===== src/rtl/fsk_pkg.sv =====
// Shared types and defaults for the FSK transmit/receive path.
package fsk_pkg;

    typedef enum logic [2:0] {
        IDLE,
        PREAMBLE,
        SYNC,
        LENGTH,
        PAYLOAD
    } fsk_state_e;

    localparam int          BIT_PERIOD_DEFAULT = 3600;
    localparam logic [31:0] SYNC_WORD_DEFAULT  = 32'h0000_D391;

    // Left-justify the active sync bits so an MSB-first shifter always reads bit 31.
    function automatic logic [31:0] sync_align(input logic [31:0] word, input int len);
        return word << (32 - len);
    endfunction

endpackage


===== src/rtl/fsk_tx_framer_if.sv =====
// Byte-wide valid/ready payload stream feeding the FSK frame sequencer.
interface fsk_tx_framer_if;
    logic [7:0] in_data;
    logic       in_valid;
    logic       in_ready;

    modport master (output in_data, output in_valid, input  in_ready);
    modport slave  (input  in_data, input  in_valid, output in_ready);
endinterface


===== src/rtl/fsk_bit_timer.sv =====
// Bit-period counter: counts 0..BIT_PERIOD-1 while enabled and flags the last cycle.
module fsk_bit_timer
    import fsk_pkg::*;
#(
    parameter int BIT_PERIOD = BIT_PERIOD_DEFAULT
) (
    input  logic clk,
    input  logic rst,
    input  logic en,
    input  logic clr,
    output logic wrap
);
    localparam int W = (BIT_PERIOD > 1) ? $clog2(BIT_PERIOD) : 1;

    logic [W-1:0] cnt;

    assign wrap = en && (cnt == W'(BIT_PERIOD - 1));

    always_ff @(posedge clk or posedge rst) begin
        if (rst)
            cnt <= '0;
        else if (clr)
            cnt <= '0;
        else if (en)
            cnt <= wrap ? '0 : cnt + W'(1);
    end
endmodule


===== src/rtl/fsk_tx_framer.sv =====
// Frame sequencer for the FSK modulator: preamble, sync word, length byte, payload bytes.
module fsk_tx_framer
    import fsk_pkg::*;
#(
    parameter int          BIT_PERIOD    = BIT_PERIOD_DEFAULT,
    parameter int          PREAMBLE_BITS = 16,
    parameter int          SYNC_LEN      = 16,
    parameter logic [31:0] SYNC_WORD     = SYNC_WORD_DEFAULT,
    parameter logic        IDLE_LEVEL    = 1'b0
) (
    input  logic            bb_clk,
    input  logic            rst,
    input  logic            start,
    input  logic [7:0]      len,
    fsk_tx_framer_if.slave  in_if,
    output logic            bit_out,
    output logic            tx_active,
    output logic            bit_strobe,
    output logic            done,
    output logic            underrun
);
    localparam logic [31:0] SYNC_ALIGNED = sync_align(SYNC_WORD, SYNC_LEN);
    localparam logic [15:0] PRE_LAST     = 16'(PREAMBLE_BITS - 1);
    localparam logic [15:0] SYNC_LAST    = 16'(SYNC_LEN - 1);

    fsk_state_e  state_q, state_d;
    logic [7:0]  len_q, len_d;
    logic [31:0] sh_q, sh_d;
    logic [15:0] idx_q, idx_d;
    logic [7:0]  hold_q, hold_d;
    logic        full_q, full_d;
    logic [7:0]  fetched_q, fetched_d;
    logic [7:0]  loaded_q, loaded_d;
    logic        bit_d, active_d, strobe_d, done_d, under_d;
    logic        wrap, last_bit, accept;

    fsk_bit_timer #(.BIT_PERIOD(BIT_PERIOD)) u_timer (
        .clk  (bb_clk),
        .rst  (rst),
        .en   (state_q != IDLE),
        .clr  (state_q == IDLE),
        .wrap (wrap)
    );

    assign in_if.in_ready = !full_q && (state_q inside {SYNC, LENGTH, PAYLOAD}) && (fetched_q < len_q);
    assign accept         = in_if.in_valid && in_if.in_ready;

    always_comb begin
        last_bit = 1'b0;
        case (state_q)
            PREAMBLE:        last_bit = (idx_q == PRE_LAST);
            SYNC:            last_bit = (idx_q == SYNC_LAST);
            LENGTH, PAYLOAD: last_bit = (idx_q == 16'd7);
            default:         last_bit = 1'b0;
        endcase
    end

    always_comb begin
        state_d   = state_q;
        len_d     = len_q;
        sh_d      = sh_q;
        idx_d     = idx_q;
        hold_d    = hold_q;
        full_d    = full_q;
        fetched_d = fetched_q;
        loaded_d  = loaded_q;
        bit_d     = bit_out;
        active_d  = tx_active;
        strobe_d  = 1'b0;
        done_d    = 1'b0;
        under_d   = 1'b0;

        if (accept) begin
            hold_d    = in_if.in_data;
            full_d    = 1'b1;
            fetched_d = fetched_q + 8'd1;
        end

        if (state_q == IDLE) begin
            if (start && len != '0) begin
                state_d   = PREAMBLE;
                len_d     = len;
                idx_d     = '0;
                full_d    = 1'b0;
                fetched_d = '0;
                loaded_d  = '0;
                bit_d     = 1'b1;
                active_d  = 1'b1;
                strobe_d  = 1'b1;
            end
        end else if (wrap) begin
            strobe_d = 1'b1;
            if (!last_bit) begin
                bit_d = (state_q == PREAMBLE) ? ~bit_out : sh_q[31];
                sh_d  = {sh_q[30:0], 1'b0};
                idx_d = idx_q + 16'd1;
            end else begin
                idx_d = '0;
                case (state_q)
                    PREAMBLE: begin
                        state_d = SYNC;
                        bit_d   = SYNC_ALIGNED[31];
                        sh_d    = {SYNC_ALIGNED[30:0], 1'b0};
                    end
                    SYNC: begin
                        state_d = LENGTH;
                        bit_d   = len_q[7];
                        sh_d    = {len_q[6:0], 25'b0};
                    end
                    default: begin
                        // End of a byte in LENGTH/PAYLOAD: finish, load the next byte, or abort.
                        if (state_q == PAYLOAD && loaded_q == len_q) begin
                            state_d  = IDLE;
                            bit_d    = IDLE_LEVEL;
                            active_d = 1'b0;
                            strobe_d = 1'b0;
                            done_d   = 1'b1;
                        end else if (full_q) begin
                            state_d  = PAYLOAD;
                            bit_d    = hold_q[7];
                            sh_d     = {hold_q[6:0], 25'b0};
                            loaded_d = loaded_q + 8'd1;
                            if (!accept)
                                full_d = 1'b0;
                        end else begin
                            state_d  = IDLE;
                            bit_d    = IDLE_LEVEL;
                            active_d = 1'b0;
                            strobe_d = 1'b0;
                            under_d  = 1'b1;
                        end
                    end
                endcase
            end
        end
    end

    always_ff @(posedge bb_clk or posedge rst) begin
        if (rst) begin
            state_q    <= IDLE;
            len_q      <= '0;
            sh_q       <= '0;
            idx_q      <= '0;
            hold_q     <= '0;
            full_q     <= 1'b0;
            fetched_q  <= '0;
            loaded_q   <= '0;
            bit_out    <= IDLE_LEVEL;
            tx_active  <= 1'b0;
            bit_strobe <= 1'b0;
            done       <= 1'b0;
            underrun   <= 1'b0;
        end else begin
            state_q    <= state_d;
            len_q      <= len_d;
            sh_q       <= sh_d;
            idx_q      <= idx_d;
            hold_q     <= hold_d;
            full_q     <= full_d;
            fetched_q  <= fetched_d;
            loaded_q   <= loaded_d;
            bit_out    <= bit_d;
            tx_active  <= active_d;
            bit_strobe <= strobe_d;
            done       <= done_d;
            underrun   <= under_d;
        end
    end
endmodule


===== src/flat_wrapper.sv =====
// flat-port wrapper written by rule: the top's interface ports become plain ports
module fsk_tx_framer_flat import fsk_pkg::*;
#(
    parameter int          BIT_PERIOD    = BIT_PERIOD_DEFAULT,
    parameter int          PREAMBLE_BITS = 16,
    parameter int          SYNC_LEN      = 16,
    parameter logic [31:0] SYNC_WORD     = SYNC_WORD_DEFAULT,
    parameter logic        IDLE_LEVEL    = 1'b0
)
  (bb_clk, rst, start, len, bit_out, tx_active, bit_strobe, done, underrun, in_if_in_data, in_if_in_valid, in_if_in_ready);
  fsk_tx_framer_if in_if_i ();
  input  logic bb_clk;
  input  logic rst;
  input  logic start;
  input  logic [7:0] len;
  output logic bit_out;
  output logic tx_active;
  output logic bit_strobe;
  output logic done;
  output logic underrun;
  input wire logic [$bits(in_if_i.in_data)-1:0] in_if_in_data;
  input wire logic [$bits(in_if_i.in_valid)-1:0] in_if_in_valid;
  output wire logic [$bits(in_if_i.in_ready)-1:0] in_if_in_ready;
  assign in_if_i.in_data = in_if_in_data;
  assign in_if_i.in_valid = in_if_in_valid;
  assign in_if_in_ready = in_if_i.in_ready;
  fsk_tx_framer #(.BIT_PERIOD(BIT_PERIOD), .PREAMBLE_BITS(PREAMBLE_BITS), .SYNC_LEN(SYNC_LEN), .SYNC_WORD(SYNC_WORD), .IDLE_LEVEL(IDLE_LEVEL)) u_core (.bb_clk(bb_clk), .rst(rst), .start(start), .len(len), .in_if(in_if_i), .bit_out(bit_out), .tx_active(tx_active), .bit_strobe(bit_strobe), .done(done), .underrun(underrun));
endmodule

===== config.mk =====
export PLATFORM = sky130hd
export DESIGN_NAME = fsk_tx_framer_flat
export DESIGN_NICKNAME = d
export VERILOG_FILES = /design/src/rtl/fsk_pkg.sv /design/src/rtl/fsk_tx_framer_if.sv /design/src/rtl/fsk_bit_timer.sv /design/src/rtl/fsk_tx_framer.sv /design/src/flat_wrapper.sv
export SDC_FILE = /design/constraint.sdc
export NUM_CORES = 1
export LEC_CHECK = 0
export CORE_UTILIZATION = 52
export CTS_CLUSTER_DIAMETER = 60
export DETAILED_ROUTE_END_ITERATION = 16
export PLACE_DENSITY = 0.71
export SYNTH_ARGS = -nofsm -noshare
export SYNTH_HDL_FRONTEND = slang
export SYNTH_SLANG_ARGS = --single-unit

===== constraint.sdc =====
create_clock -name bb_clk -period 3 [get_ports bb_clk]
set_input_delay 0.3 -clock bb_clk [delete_from_list [all_inputs] [get_ports bb_clk]]
set_output_delay 0.3 -clock bb_clk [all_outputs]
set_load 0.01 [all_outputs]

# Yosys cells after proc, flatten, opt, wreduce, memory -nomap -nowiden
# Cells that the tools add are included.
dict set report word_totals {
  ff_bits 101
  input_bits 20
  out_inout_bits 6
  word_cells 128
}
dict set report classes {
  add_sub_neg 4
  magnitude_cmp 1
  n_eq_ne 14
  n_mux 70
  bitwise 2
  n_reduce_logical 23
}
# cell n
set ops {}
lappend ops {{2-to-1 mux 32 bit} 3}
lappend ops {{2-to-1 mux 8 bit} 10}
lappend ops {{2-to-1 mux 16 bit} 4}
lappend ops {{case mux 32 bit (2 select lines)} 1}
lappend ops {{2-to-1 mux 1 bit} 40}
lappend ops {{2-to-1 mux 12 bit} 3}
lappend ops {{2-to-1 mux 3 bit} 6}
lappend ops {{adder 16 x 1 -> 16 bit, second input constant} 1}
lappend ops {{adder 8 x 1 -> 8 bit, second input constant} 2}
lappend ops {{== test 16 x 3 -> 1 bit, second input constant} 1}
lappend ops {{== test 16 x 4 -> 1 bit, second input constant} 1}
lappend ops {{adder 12 x 1 -> 12 bit, second input constant} 1}
lappend ops {{== test 12 bit, second input constant} 1}
lappend ops {{== test 8 bit} 1}
lappend ops {{less-than comparator 8 bit} 1}
lappend ops {{nonzero test 2 bit} 4}
lappend ops {{nonzero test 8 bit} 1}
lappend ops {{== test 3 x 2 -> 1 bit, second input constant} 2}
lappend ops {{logical AND 1 bit} 6}
lappend ops {{case mux 3 bit (2 select lines)} 1}
lappend ops {{AND reduction 6 bit} 1}
lappend ops {{nonzero test 3 bit} 2}
lappend ops {{AND reduction 5 bit} 1}
lappend ops {{!= test 2 x 1 -> 1 bit, second input constant} 2}
lappend ops {{14 further kinds} 18}

# Logic depth before layout (Yosys ltp)
dict set report logic_depth {
  word_depth 13
  ltp_mapped 10
  mapped_depth_nobuf 8
}

# Hierarchy
# Synthesis repeated with hierarchy kept, for this count alone.
dict set report hier_totals {
  hier_cells 466
  area_unflattened_um2 4516.8
}
# mod n_inst cells_each area_each_um2 seq_area_each_um2
set modules_own_cells {}
lappend modules_own_cells {fsk_tx_framer 1 399 3837.4 1801.7}
lappend modules_own_cells {fsk_bit_timer 1 67 679.4 300.3}

# Least setup slack after synthesis
# No wires, ideal clock.
dict set report synth_timing {
  path_type {reg2reg}
  startpoint {reg u_core.fetched_q[1]}
  endpoint {reg u_core.fetched_q[6]}
  setup_ps 78
  arrival_ps 1941
  required_time_ps 2922
  path_slack_ps 981
  stages_incl_launch_ff 7
  path_buffers 0
  synth_period_minus_slack_ps 2019
  path_cell_list {dfrtp_1 -> ha_1 -> a21o_1 -> a2111oi_4 -> o311ai_1 -> or4_1 -> a21oi_1}
}
dict set report synth_between {
  elab_chain_cells 6
  word_cells_on_any_way 7
  cone_classes {1 x add/sub; 1 x order compare; 3 x mux; 2 x reduce/logical}
}
# item line_no
set synth_rtl {}
lappend synth_rtl {{start, declared} fsk_tx_framer.sv:32} ;# logic [7:0] fetched_q, fetched_d;
lappend synth_rtl {{start signal, assigned} fsk_tx_framer.sv:160} ;# fetched_q <= fetched_d;
lappend synth_rtl {{less-than comparator 8 bit} fsk_tx_framer.sv:45} ;# assign in_if.in_ready = !full_q && (state_q inside {SYNC, LENGTH, PAYLOAD}) && (fetched_q < len_q);
lappend synth_rtl {{logical AND 1 bit} fsk_tx_framer.sv:45}
lappend synth_rtl {{logical AND 1 bit} fsk_tx_framer.sv:46} ;# assign accept = in_if.in_valid && in_if.in_ready;
lappend synth_rtl {{2-to-1 mux 8 bit *} fsk_tx_framer.sv:73} ;# if (accept) begin
lappend synth_rtl {{2-to-1 mux 8 bit} fsk_tx_framer.sv:80} ;# if (start && len != '0) begin
lappend synth_rtl {{2-to-1 mux 8 bit *} fsk_tx_framer.sv:79} ;# if (state_q == IDLE) begin
lappend synth_rtl {{net u_core.fetched_d[6]} fsk_tx_framer.sv:32}
# The timed path passes the listed nets; every way through them passes the cells marked *.
# A chain may end at the register's enable or synchronous reset.

# Worst setup path after layout
dict set report layout_timing {
  startpoint {reg u_core.len_q[1]}
  endpoint {out in_if_in_ready}
}
dict set report layout_between {
  elab_chain_cells 2
}
# item line_no
set layout_rtl {}
lappend layout_rtl {{start, declared} fsk_tx_framer.sv:27} ;# logic [7:0] len_q, len_d;
lappend layout_rtl {{start signal, assigned} fsk_tx_framer.sv:155} ;# len_q <= len_d;
lappend layout_rtl {{less-than comparator 8 bit} fsk_tx_framer.sv:45}
lappend layout_rtl {{logical AND 1 bit} fsk_tx_framer.sv:45}
lappend layout_rtl {{end, declared} flat_wrapper.sv:23} ;# output wire logic [$bits(in_if_i.in_ready)-1:0] in_if_in_ready;
# Every way passes these cells.

==> flow_summary.json <==
{
  "cts_buffer_depth": 2,
  "end_kind": "output port",
  "io_buffers": 25,
  "fin_tns_setup_ns": 0,
  "yosysUniqueCellTypes": 65,
  "pre_cts_ws_ns": 0.233,
  "drtIter0Drc": 153,
  "hpwl_mm": 6.56,
  "tightest_slew_ns": 0.818,
  "drc": 0,
  "die_w_um": 94.9,
  "finalPower_w": 0.00250,
  "synthFlopType": "dfrtp_1",
  "whs_ns": 0.387,
  "place.gp.congestion": 0.813,
  "crit_chain": "inv_1 > ha_1 > a21o_1 > a2111oi_4 > o31a_1 > clkdlybuf4s50_1",
  "critical-path-max-stage-delay_ns": 0.53,
  "layout_common_cells": "dfrtp_1 (84), nand2_1 (83), nor2_1 (40), a21oi_1 (25), clkdlybuf4s50_1 (25)",
  "drive_gt1_share_pct": 8.22,
  "htreeDepth": 3,
  "rr_worst_depth": 7,
  "period_share_pct": 90.4,
  "reg2reg_setup_slack_ns": 0.33,
  "clk_latency_ns": 0.36,
  "grt_pass1_wl_mm": 15.7,
  "rows": 33,
  "synthesis.nets": 516,
  "final_common_cell": "dfrtp_1",
  "final_antenna_net_count": 0,
  "crit_path_start_kind": "register",
  "p_leak_nw": 2.36,
  "routedWlPerCell_um": 15.1,
  "fillers": 691,
  "vias_per_cell": 5.71,
  "slew_headroom_pct": 45.4,
  "wl_met3_um": 376,
  "layout_setup_ws_ns": 0.287,
  "routed-wl-met2_mm": 4.44,
  "synthArstFlopShare_pct": 100,
  "grt_pass1_vias": 3270,
  "path_clk_slew_ns": 0.09,
  "final_hold_viol_count": 0,
  "hp-class": "input pin to asynchronous set/reset pin",
  "synth_warnings": 0,
  "timing.final.max_slew_violations": 0,
  "cp_max_fo": 3,
  "nets": 537,
  "post_cts_buffers": 0,
  "start_util_pct": 54.1,
  "routed_wl_mm": 9.32,
  "r2r_end": "u_core.loaded_q[7]",
  "skew_ns": 0.00795,
  "cts_tree": "done",
  "core_area_mm2": 0.00830,
  "netlist_instances": 485,
  "vias": 3516,
  "overflow": 0,
  "top_layer": "met4",
  "diodes": 0,
  "met1_length_mm": 4.39,
  "grt_max_degree": 48,
  "slowest_stage": "clkdlybuf4s50_1",
  "rsz0062_at_grt": "false",
  "worst-setup-path-type": "register to output port",
  "syn_area_per_cell_um2": 9.26,
  "root_buffer": "clkbuf_8",
  "synth_edf_count": 0,
  "status": "finished clean",
  "worst-path-buf-inv": 2,
  "io_pins": 26,
  "r2r-start": "u_core.idx_q[0]",
  "cts.sinks": 84,
  "peakVddDrop_uv": 309,
  "grt_usage_pct": 22.9,
  "cts_buffers": 9,
  "critical_path_arrival_ns": 2.41,
  "dieHeight_um": 94.9,
  "power.density_mw_per_mm2": 488,
  "dieArea_mm2": 0.00901,
  "antenna_found_initial": 0,
  "finalSetupViolations": 0,
  "min_period_ns": 2.71,
  "fmax_ghz": 0.369,
  "synth-seq-cells": 84,
  "firstDrtPassIters": 4,
  "drv_cap": 0,
  "syn_area_mm2": 0.00449,
  "cp.required_ns": 2.70,
  "seq_area_frac_synth_pct": 46.8,
  "critPathTopFamily": "compound AO/OA/AOI/OAI gates",
  "area_growth_pct": 13.9
}
## flip-flops by register name, summed over array words and instances (netlist names)
signal and count:
u_core.u_timer.cnt 12, u_core.sh_q 15, u_core.idx_q 16, u_core.bit_strobe 1, u_core.done 1, u_core.state_q 3
u_core.hold_q 8, u_core.fetched_q 8, u_core.bit_out 1, u_core.tx_active 1, u_core.loaded_q 8, u_core.len_q 8
u_core.full_q 1, u_core.underrun 1
## worst max-delay path by stage
stage | from | end | cells past startpoint | slack (ns)
floorplan | rst | u_core.bit_out | 1 | 0.53
global placement | u_core.idx_q[0] | u_core.loaded_q[7] | 7 | 0.35
detailed placement | u_core.idx_q[0] | u_core.loaded_q[7] | 7 | 0.23
CTS | u_core.idx_q[0] | u_core.loaded_q[7] | 7 | 0.23
global route | u_core.idx_q[0] | u_core.loaded_q[7] | 7 | 0.15
finish | u_core.len_q[1] | in_if_in_ready | 6 | 0.29
## stage by stage
stage	util, %	cells	area, µm²
2_1_floorplan	-	485	4490
3_3_place_gp	58.3	600	4830
3_5_place_dp	58.3	600	4830
4_1_cts	61.5	616	5110
5_1_grt	61.6	616	5110
6_report	61.6	616	5110
## cells by family (layout without fill, tap and decap cells)
| group | count (synthesis) | after routing | synth area share (%) |
|---|---|---|---|
| and+or+nand+nor | 209 | 209 | 23.1 |
| AOI/OAI and AO/OA | 102 | 102 | 15.4 |
| DFF | 84 | 84 | 46.8 |
| buffers and inverters | 41 | 67 | 3.96 |
| xor gates and xnor gates | 29 | 29 | 5.66 |
| adders and majority gates | 11 | 11 | 3.07 |
| muxes | 9 | 9 | 2.03 |
## report_power, final
part	total, W	internal, W	switching [W]	leakage [nW]
Sequential	0.00125	0.00119	0.0000647	1.03
Clock	0.00107	0.000660	0.000412	0.129
Combinational	0.000175	0.0000853	0.0000899	1.20
Total	0.00250	0.00193	0.000567	2.36
## Yosys cell counts, drive strengths merged, types with 5 or more instances
cell / n / area [µm²]
nor2: 41 / 156
dfrtp: 84 / 2100
mux2i: 8 / 80.1
nand4: 7 / 50.1
o31ai: 5 / 51.3
a22o: 5 / 43.8
o21ai: 34 / 170
nand2b: 7 / 43.8
nor3: 7 / 46.3
a21oi: 25 / 125
buf: 15 / 80.1
inv: 18 / 67.6
ha: 11 / 138
or3: 5 / 36.3
xor2: 21 / 184
and3: 10 / 62.6
clkbuf: 8 / 30.0
nor4: 6 / 50.0
nand3: 21 / 105
nand2: 83 / 312
xnor2: 8 / 70.1
## layout make-up
type | instances | area, µm² | share of cell area (%)
Sequential cell | 84 | 2100 | 41.1
Multi-Input combinational cell | 360 | 2210 | 43.3
Inverter | 18 | 68.8 | 1.35
Tap cell | 105 | 131 | 2.57
Clock inverter | 6 | 135 | 2.64
Clock buffer | 10 | 138 | 2.69
Timing Repair Buffer | 33 | 323 | 6.31
## what timing repair did
item | CTS | global route
setup endpoints to repair | 0 | 1
gates resized for setup | 0 | 1
hold buffers | 0 | 0
## metal layers
| metal | GRT usage (%) | up-vias |
|---|---|---|
| met5 | 0 | - |
| met4 | 5.93 | 0 |
| met3 | 5.72 | 11 |
| met2 | 36.9 | 72 |
| met1 | 30.9 | 1684 |
| li1 | - | 1749 |
No activity file was read; power rests on OpenSTA's default activity.
